### src/rtl/wishbone_bus_bridge.sv
// Bridge from the core's single-cycle memory port to a registered Wishbone B4 classic
// master cycle. It holds the pipeline with a stall request while the cycle is in flight,
// aborts on flush, and ends a cycle with an error on bus err or timeout.
module wishbone_bus_bridge #(
    parameter int unsigned DATA_W    = 32,
    parameter int unsigned ADDR_W    = 32,
    parameter int unsigned STALL_W   = 6,
    parameter int unsigned STALL_BIT = 3,
    parameter int unsigned TIMEOUT   = 255,
    localparam int unsigned SEL_W    = DATA_W / 8
) (
    input  logic              clk,
    input  logic              rst,
    input  logic [STALL_W-1:0] stall_i,
    input  logic              flush_i,
    input  logic              cpu_ce_i,
    input  logic [ADDR_W-1:0] cpu_addr_i,
    input  logic [DATA_W-1:0] cpu_data_i,
    input  logic              cpu_we_i,
    input  logic [SEL_W-1:0]  cpu_sel_i,
    output logic [DATA_W-1:0] cpu_data_o,
    output logic              stallreq_o,
    output logic              bus_err_o,
    output logic [ADDR_W-1:0] wb_adr_o,
    output logic [DATA_W-1:0] wb_dat_o,
    output logic [SEL_W-1:0]  wb_sel_o,
    output logic              wb_we_o,
    output logic              wb_stb_o,
    output logic              wb_cyc_o,
    input  logic [DATA_W-1:0] wb_dat_i,
    input  logic              wb_ack_i,
    input  logic              wb_err_i
);

    // Counter only needs to reach TIMEOUT-1; TIMEOUT of 0 or 1 still gets a 1-bit counter.
    localparam int unsigned     CNT_W  = (TIMEOUT > 1) ? $clog2(TIMEOUT) : 1;
    localparam logic [CNT_W-1:0] CntMax = CNT_W'((TIMEOUT == 0) ? 0 : TIMEOUT - 1);

    typedef enum logic [1:0] {
        StIdle,
        StBusy,
        StWaitStall
    } state_e;

    state_e             state_q, state_d;
    logic [ADDR_W-1:0]  wb_adr_q, wb_adr_d;
    logic [DATA_W-1:0]  wb_dat_q, wb_dat_d;
    logic [SEL_W-1:0]   wb_sel_q, wb_sel_d;
    logic               wb_we_q, wb_we_d;
    logic               wb_stb_q, wb_stb_d;
    logic               wb_cyc_q, wb_cyc_d;
    logic               bus_err_q, bus_err_d;
    logic [DATA_W-1:0]  rd_buf_q, rd_buf_d;
    logic [CNT_W-1:0]   cnt_q, cnt_d;

    logic               stall_any;
    logic               timeout_hit;
    logic               req;

    // STALL_BIT only documents how ctrl wires this bridge; any stall bit freezes it.
    logic               unused_stall_bit;
    assign unused_stall_bit = (STALL_BIT < STALL_W);

    assign stall_any   = |stall_i;
    assign req         = cpu_ce_i && !flush_i;
    assign timeout_hit = (state_q == StBusy) && (TIMEOUT != 0) && (cnt_q == CntMax);

    // State and registered bus outputs.
    always_ff @(posedge clk) begin
        if (rst) begin
            state_q   <= StIdle;
            wb_adr_q  <= '0;
            wb_dat_q  <= '0;
            wb_sel_q  <= '0;
            wb_we_q   <= 1'b0;
            wb_stb_q  <= 1'b0;
            wb_cyc_q  <= 1'b0;
            bus_err_q <= 1'b0;
            rd_buf_q  <= '0;
            cnt_q     <= '0;
        end else begin
            state_q   <= state_d;
            wb_adr_q  <= wb_adr_d;
            wb_dat_q  <= wb_dat_d;
            wb_sel_q  <= wb_sel_d;
            wb_we_q   <= wb_we_d;
            wb_stb_q  <= wb_stb_d;
            wb_cyc_q  <= wb_cyc_d;
            bus_err_q <= bus_err_d;
            rd_buf_q  <= rd_buf_d;
            cnt_q     <= cnt_d;
        end
    end

    // Next-state logic plus the combinational stall request and read-data path.
    always_comb begin
        state_d    = state_q;
        wb_adr_d   = wb_adr_q;
        wb_dat_d   = wb_dat_q;
        wb_sel_d   = wb_sel_q;
        wb_we_d    = wb_we_q;
        wb_stb_d   = wb_stb_q;
        wb_cyc_d   = wb_cyc_q;
        bus_err_d  = 1'b0;
        rd_buf_d   = rd_buf_q;
        cnt_d      = cnt_q;
        stallreq_o = 1'b0;
        cpu_data_o = '0;

        unique case (state_q)
            StIdle: begin
                stallreq_o = req;
                cpu_data_o = rd_buf_q;
                if (req) begin
                    wb_adr_d = cpu_addr_i;
                    wb_dat_d = cpu_data_i;
                    wb_sel_d = cpu_sel_i;
                    wb_we_d  = cpu_we_i;
                    wb_stb_d = 1'b1;
                    wb_cyc_d = 1'b1;
                    cnt_d    = '0;
                    state_d  = StBusy;
                end
            end

            StBusy: begin
                stallreq_o = !(wb_ack_i || wb_err_i || timeout_hit);
                if (wb_ack_i && !wb_we_q) begin
                    cpu_data_o = wb_dat_i;
                end
                if (flush_i) begin
                    wb_stb_d = 1'b0;
                    wb_cyc_d = 1'b0;
                    wb_we_d  = 1'b0;
                    state_d  = StIdle;
                end else if (wb_ack_i) begin
                    // Ack beats a simultaneous err.
                    wb_stb_d = 1'b0;
                    wb_cyc_d = 1'b0;
                    if (!wb_we_q) begin
                        rd_buf_d = wb_dat_i;
                    end
                    state_d = stall_any ? StWaitStall : StIdle;
                end else if (wb_err_i || timeout_hit) begin
                    wb_stb_d  = 1'b0;
                    wb_cyc_d  = 1'b0;
                    rd_buf_d  = '0;
                    bus_err_d = 1'b1;
                    state_d   = stall_any ? StWaitStall : StIdle;
                end else begin
                    cnt_d = cnt_q + 1'b1;
                end
            end

            StWaitStall: begin
                // Parked so a still-asserted ce does not re-issue the finished access.
                cpu_data_o = rd_buf_q;
                if (!stall_any || flush_i) begin
                    state_d = StIdle;
                end
            end

            default: begin
                state_d = StIdle;
            end
        endcase
    end

    assign wb_adr_o  = wb_adr_q;
    assign wb_dat_o  = wb_dat_q;
    assign wb_sel_o  = wb_sel_q;
    assign wb_we_o   = wb_we_q;
    assign wb_stb_o  = wb_stb_q;
    assign wb_cyc_o  = wb_cyc_q;
    assign bus_err_o = bus_err_q;

endmodule

### config.mk
export PLATFORM = sky130hd
export DESIGN_NAME = wishbone_bus_bridge
export DESIGN_NICKNAME = d
export VERILOG_FILES = /design/src/rtl/wishbone_bus_bridge.sv
export SDC_FILE = /design/constraint.sdc
export NUM_CORES = 1
export LEC_CHECK = 0
export CORE_ASPECT_RATIO = 0.9
export CORE_MARGIN = 5
export CORE_UTILIZATION = 40
export DETAILED_ROUTE_END_ITERATION = 10
export GPL_ROUTABILITY_DRIVEN = 0
export GPL_TIMING_DRIVEN = 0
export PLACE_DENSITY = 0.76
export SLEW_MARGIN = 20
export SYNTH_ARGS = -nofsm -noshare
export SYNTH_HDL_FRONTEND = slang
export SYNTH_SLANG_ARGS = --single-unit
### constraint.sdc
create_clock -name clk -period 6.1 [get_ports clk]
set_clock_uncertainty 0.1 [all_clocks]
set_input_delay 0.915 -clock clk [delete_from_list [all_inputs] [get_ports clk]]
set_output_delay 0.915 -clock clk [all_outputs]
set_load 0.005 [all_outputs]
==> impl_metrics.csv, run 1 <==
group,metric,value,unit
route,via_per_inst,4.97,
place,port_buffers,216,
logic_synthesis,syn_nets,696,
route,first_iter_violations,297,
worst_hold_path,min-delay-path-class,"flop to flop",
floorplanning,dieWidth,122,um
clocking,clkTransAtPathRegs,0.05,ns
timing,holdWs,0.352,ns
timing,min_period,4.16,ns
timing,max_slew_margin,49.1,%
clocking,insertion_delay,0.39,ns
route,route.detailed.drc,0,
worst_setup_path,crit_type,"input port to primary output",
global_route,grt_use_met1,25.6,%
cells_and_area,final_nets,931,
timing,slew_viol_final,0,
floorplanning,dieArea,13600,um^2
timing,setup_slack,1.94,ns
place,dp_slack,1.96,ns
logic_synthesis,ys_seq_area_share,49.8,%
logic_synthesis,synth_cell_types,45,
clocking,cts-resized-gates,0,
cells_and_area,fillers,972,
route,wirelength,15.5,mm
logic_synthesis,ys_ff_latch,113,
floorplanning,die_h,111,um
logic_synthesis,netlist_area,4550,um^2
floorplanning,initial_core_util,40.3,%
global_route,grt_max_degree,17,
route,firstDrtPassIters,5,
cells_and_area,utilization,66.1,%
route,via_count,4893,
cells_and_area,final_common_cell,"clkdlybuf4s50_1",
global_route,grt_util_met2,38.3,%
cells_and_area,antenna_cells,0,
clocking,cts_tree,"yes",
place,post_dp_cell_area,6900,um^2
global_route,use_met3,7.76,%
floorplanning,core,11300,um^2
worst_setup_path,cp.required,5.08,ns
cells_and_area,syn2layout_area_growth,64.3,%
global_route,top_usage_layer,"met2",
run,maxCapViolations,0,
clocking,htree_num_levels,4,
run_status,status,"finished clean",
timing,hold_violations,0,
power_and_ir_drop,ir_drop,180,uV
logic_synthesis,syn_area_per_cell,7.83,um^2
clocking,postCtsHoldBufs,0,
clocking,numCtsBuffers,17,
global_route,grt_pass1_vias,4919,
floorplanning,row_count,37,
power_and_ir_drop,power_density,263,nW/um^2
route,wire_per_inst,15.7,um
logic_synthesis,synth_cells,581,
worst_setup_path,startpoint_type,"input port",
logic_synthesis,ys_async_sr_fraction,0,%
cells_and_area,layout.cells.most_common_list,"216 x clkdlybuf4s50_1, 178 x nand2_1, 113 x dfxtp_1",
worst_setup_path,critPathCaptureType,"primary output",
worst_setup_path,cp.arrival,3.14,ns
worst_hold_path,whs_path_depth,2,
logic_synthesis,dominantRegCellSynth,"dfxtp_1",
clocking,clock-sinks,113,
power_and_ir_drop,p_leak,2.70,nW
worst_setup_path,reg2reg_depth,7,
clocking,clockBufferDepth,2,
global_route,antenna_found_initial,0,
cells_and_area,fin_area,7470,um^2
timing,fin_crit_sh,68.1,%
place,post-dp-hpwl,11.8,mm
timing,worst_slew_pin_slew,0.762,ns
worst_setup_path,critPathMaxFanout,10,
logic_synthesis,yosys_warnings,0,
timing,timing.fmax,241,MHz
timing,setup_tns,0,ns
clocking,cts_setup_buffers,0,
global_route,grt_pass1_wl,24.4,mm
clocking,clockRootBuffer,"clkbuf_16",
timing,rsz0062_at_grt,"no",
timing,finalSetupViolations,0,
global_route,grt_usage,22.6,%
floorplanning,ioPinCount,218,
logic_synthesis,synth_edf_count,0,
route,ant_nets,0,
cells_and_area,drive_above_1_share,7.00,%
global_route,gr-total-overflow,0,
==> registers in the layout (all words and copies together) (netlist names) <==
register   flops
rd_buf_q      32
wb_adr_o      32
wb_dat_o      32
cnt_q          8
wb_sel_o       4
state_q        2
bus_err_o      1
wb_cyc_o       1
wb_we_o        1
==> synthesized netlist by cell type (all sizes together), types with 2 or more instances <==
master  number  area [um^2]
a21o         3         22.5
a21oi       84          424
a22o        27          236
and2         3         18.8
and4         2         17.5
buf         20          114
clkbuf      20         76.3
dfxtp      113         2260
ha           2         25.0
inv         34          128
nand2      178          668
nand3       13         65.1
nor2         7         33.8
nor2b        3         18.8
nor3         7         35.0
nor3b        2         15.0
nor4         2         12.5
o21ai       40          200
or2          2         15.0
or4          2         18.8
==> metrics by stage <==
step           power [mW]  instances
2_1_floorplan       0.874        581
3_3_place_gp         1.03        953
5_1_grt              2.04        985
3_5_place_dp         1.04        953
6_report             1.96        985
4_1_cts              1.98        985
==> path summary, 6_finish.rpt <==
path | slack, ns | endpoint | start
worst max register to register | 4.02 | rd_buf_q[22] | cnt_q[0]
worst max-delay path | 1.94 | cpu_data_o[10] | wb_ack_i
worst min register to register | 0.35 | wb_dat_o[22] | wb_dat_o[22]
worst min-delay path | 0.35 | wb_dat_o[22] | wb_dat_o[22]
==> logic make-up (layout without fill, tap and decap cells) <==
kind of cell,count (synthesis),count (layout),share of synthesized area (%)
buf+inv,74,322,6.99
flops,113,113,49.8
simple gates,230,230,21.8
compound gates,161,161,20.7
fa+ha+maj,2,2,0.550
mux,1,1,0.248
==> metal layers <==
layer  share of wire (%)  wire [um]
met4                 3.1        478
met1                  40       6150
met3                 7.3       1130
met5                   0          0
met2                  50       7700
==> cell type report <==
cell class	count	area [um^2]	area share, %
clock buffers	21	450	6.03
flip-flops and latches	113	2260	30.3
well taps	156	195	2.61
multi-input cells	394	1970	26.3
plain buffers	40	190	2.55
repair buffers	216	2160	28.9
inverters	34	128	1.71
clock inverters	11	114	1.52
==> where the power goes <==
group	internal, mW	total (mW)	switching, mW	leakage, nW
logic	0.142	0.245	0.102	1.50
registers	0.765	0.779	0.0143	0.918
clock network	0.607	0.941	0.334	0.276
==> critical path, cell delays in order <==
cell and delay [ns]:
clkdlybuf4s50_1 0.49, buf_6 0.14, or2b_1 0.27, nor2_1 0.28, buf_2 0.30, nand2_1 0.07, o21ai_0 0.10, clkdlybuf4s50_1 0.56
Power figures use the tool's default switching activity.
==> run 2, diff against run 1 <==
==> constraint.sdc (replaced) <==
create_clock -name clk -period 3.88 [get_ports clk]
set_clock_uncertainty 0.1 [all_clocks]
set_input_delay 0.582 -clock clk [delete_from_list [all_inputs] [get_ports clk]]
set_output_delay 0.582 -clock clk [all_outputs]
set_load 0.005 [all_outputs]
==> results of run 2 <==
The final DEF is identical to that of run 1. Status: finished clean.
Main changes from that run: setup slack after placement 1.96 ns -> 0.402 ns; setup slack after layout 1.94 ns -> 0.390 ns; register-to-register setup slack 4.02 ns -> 1.80 ns; total power 1.96 mW -> 3.09 mW; worst IR drop on VDD 180 uV -> 284 uV
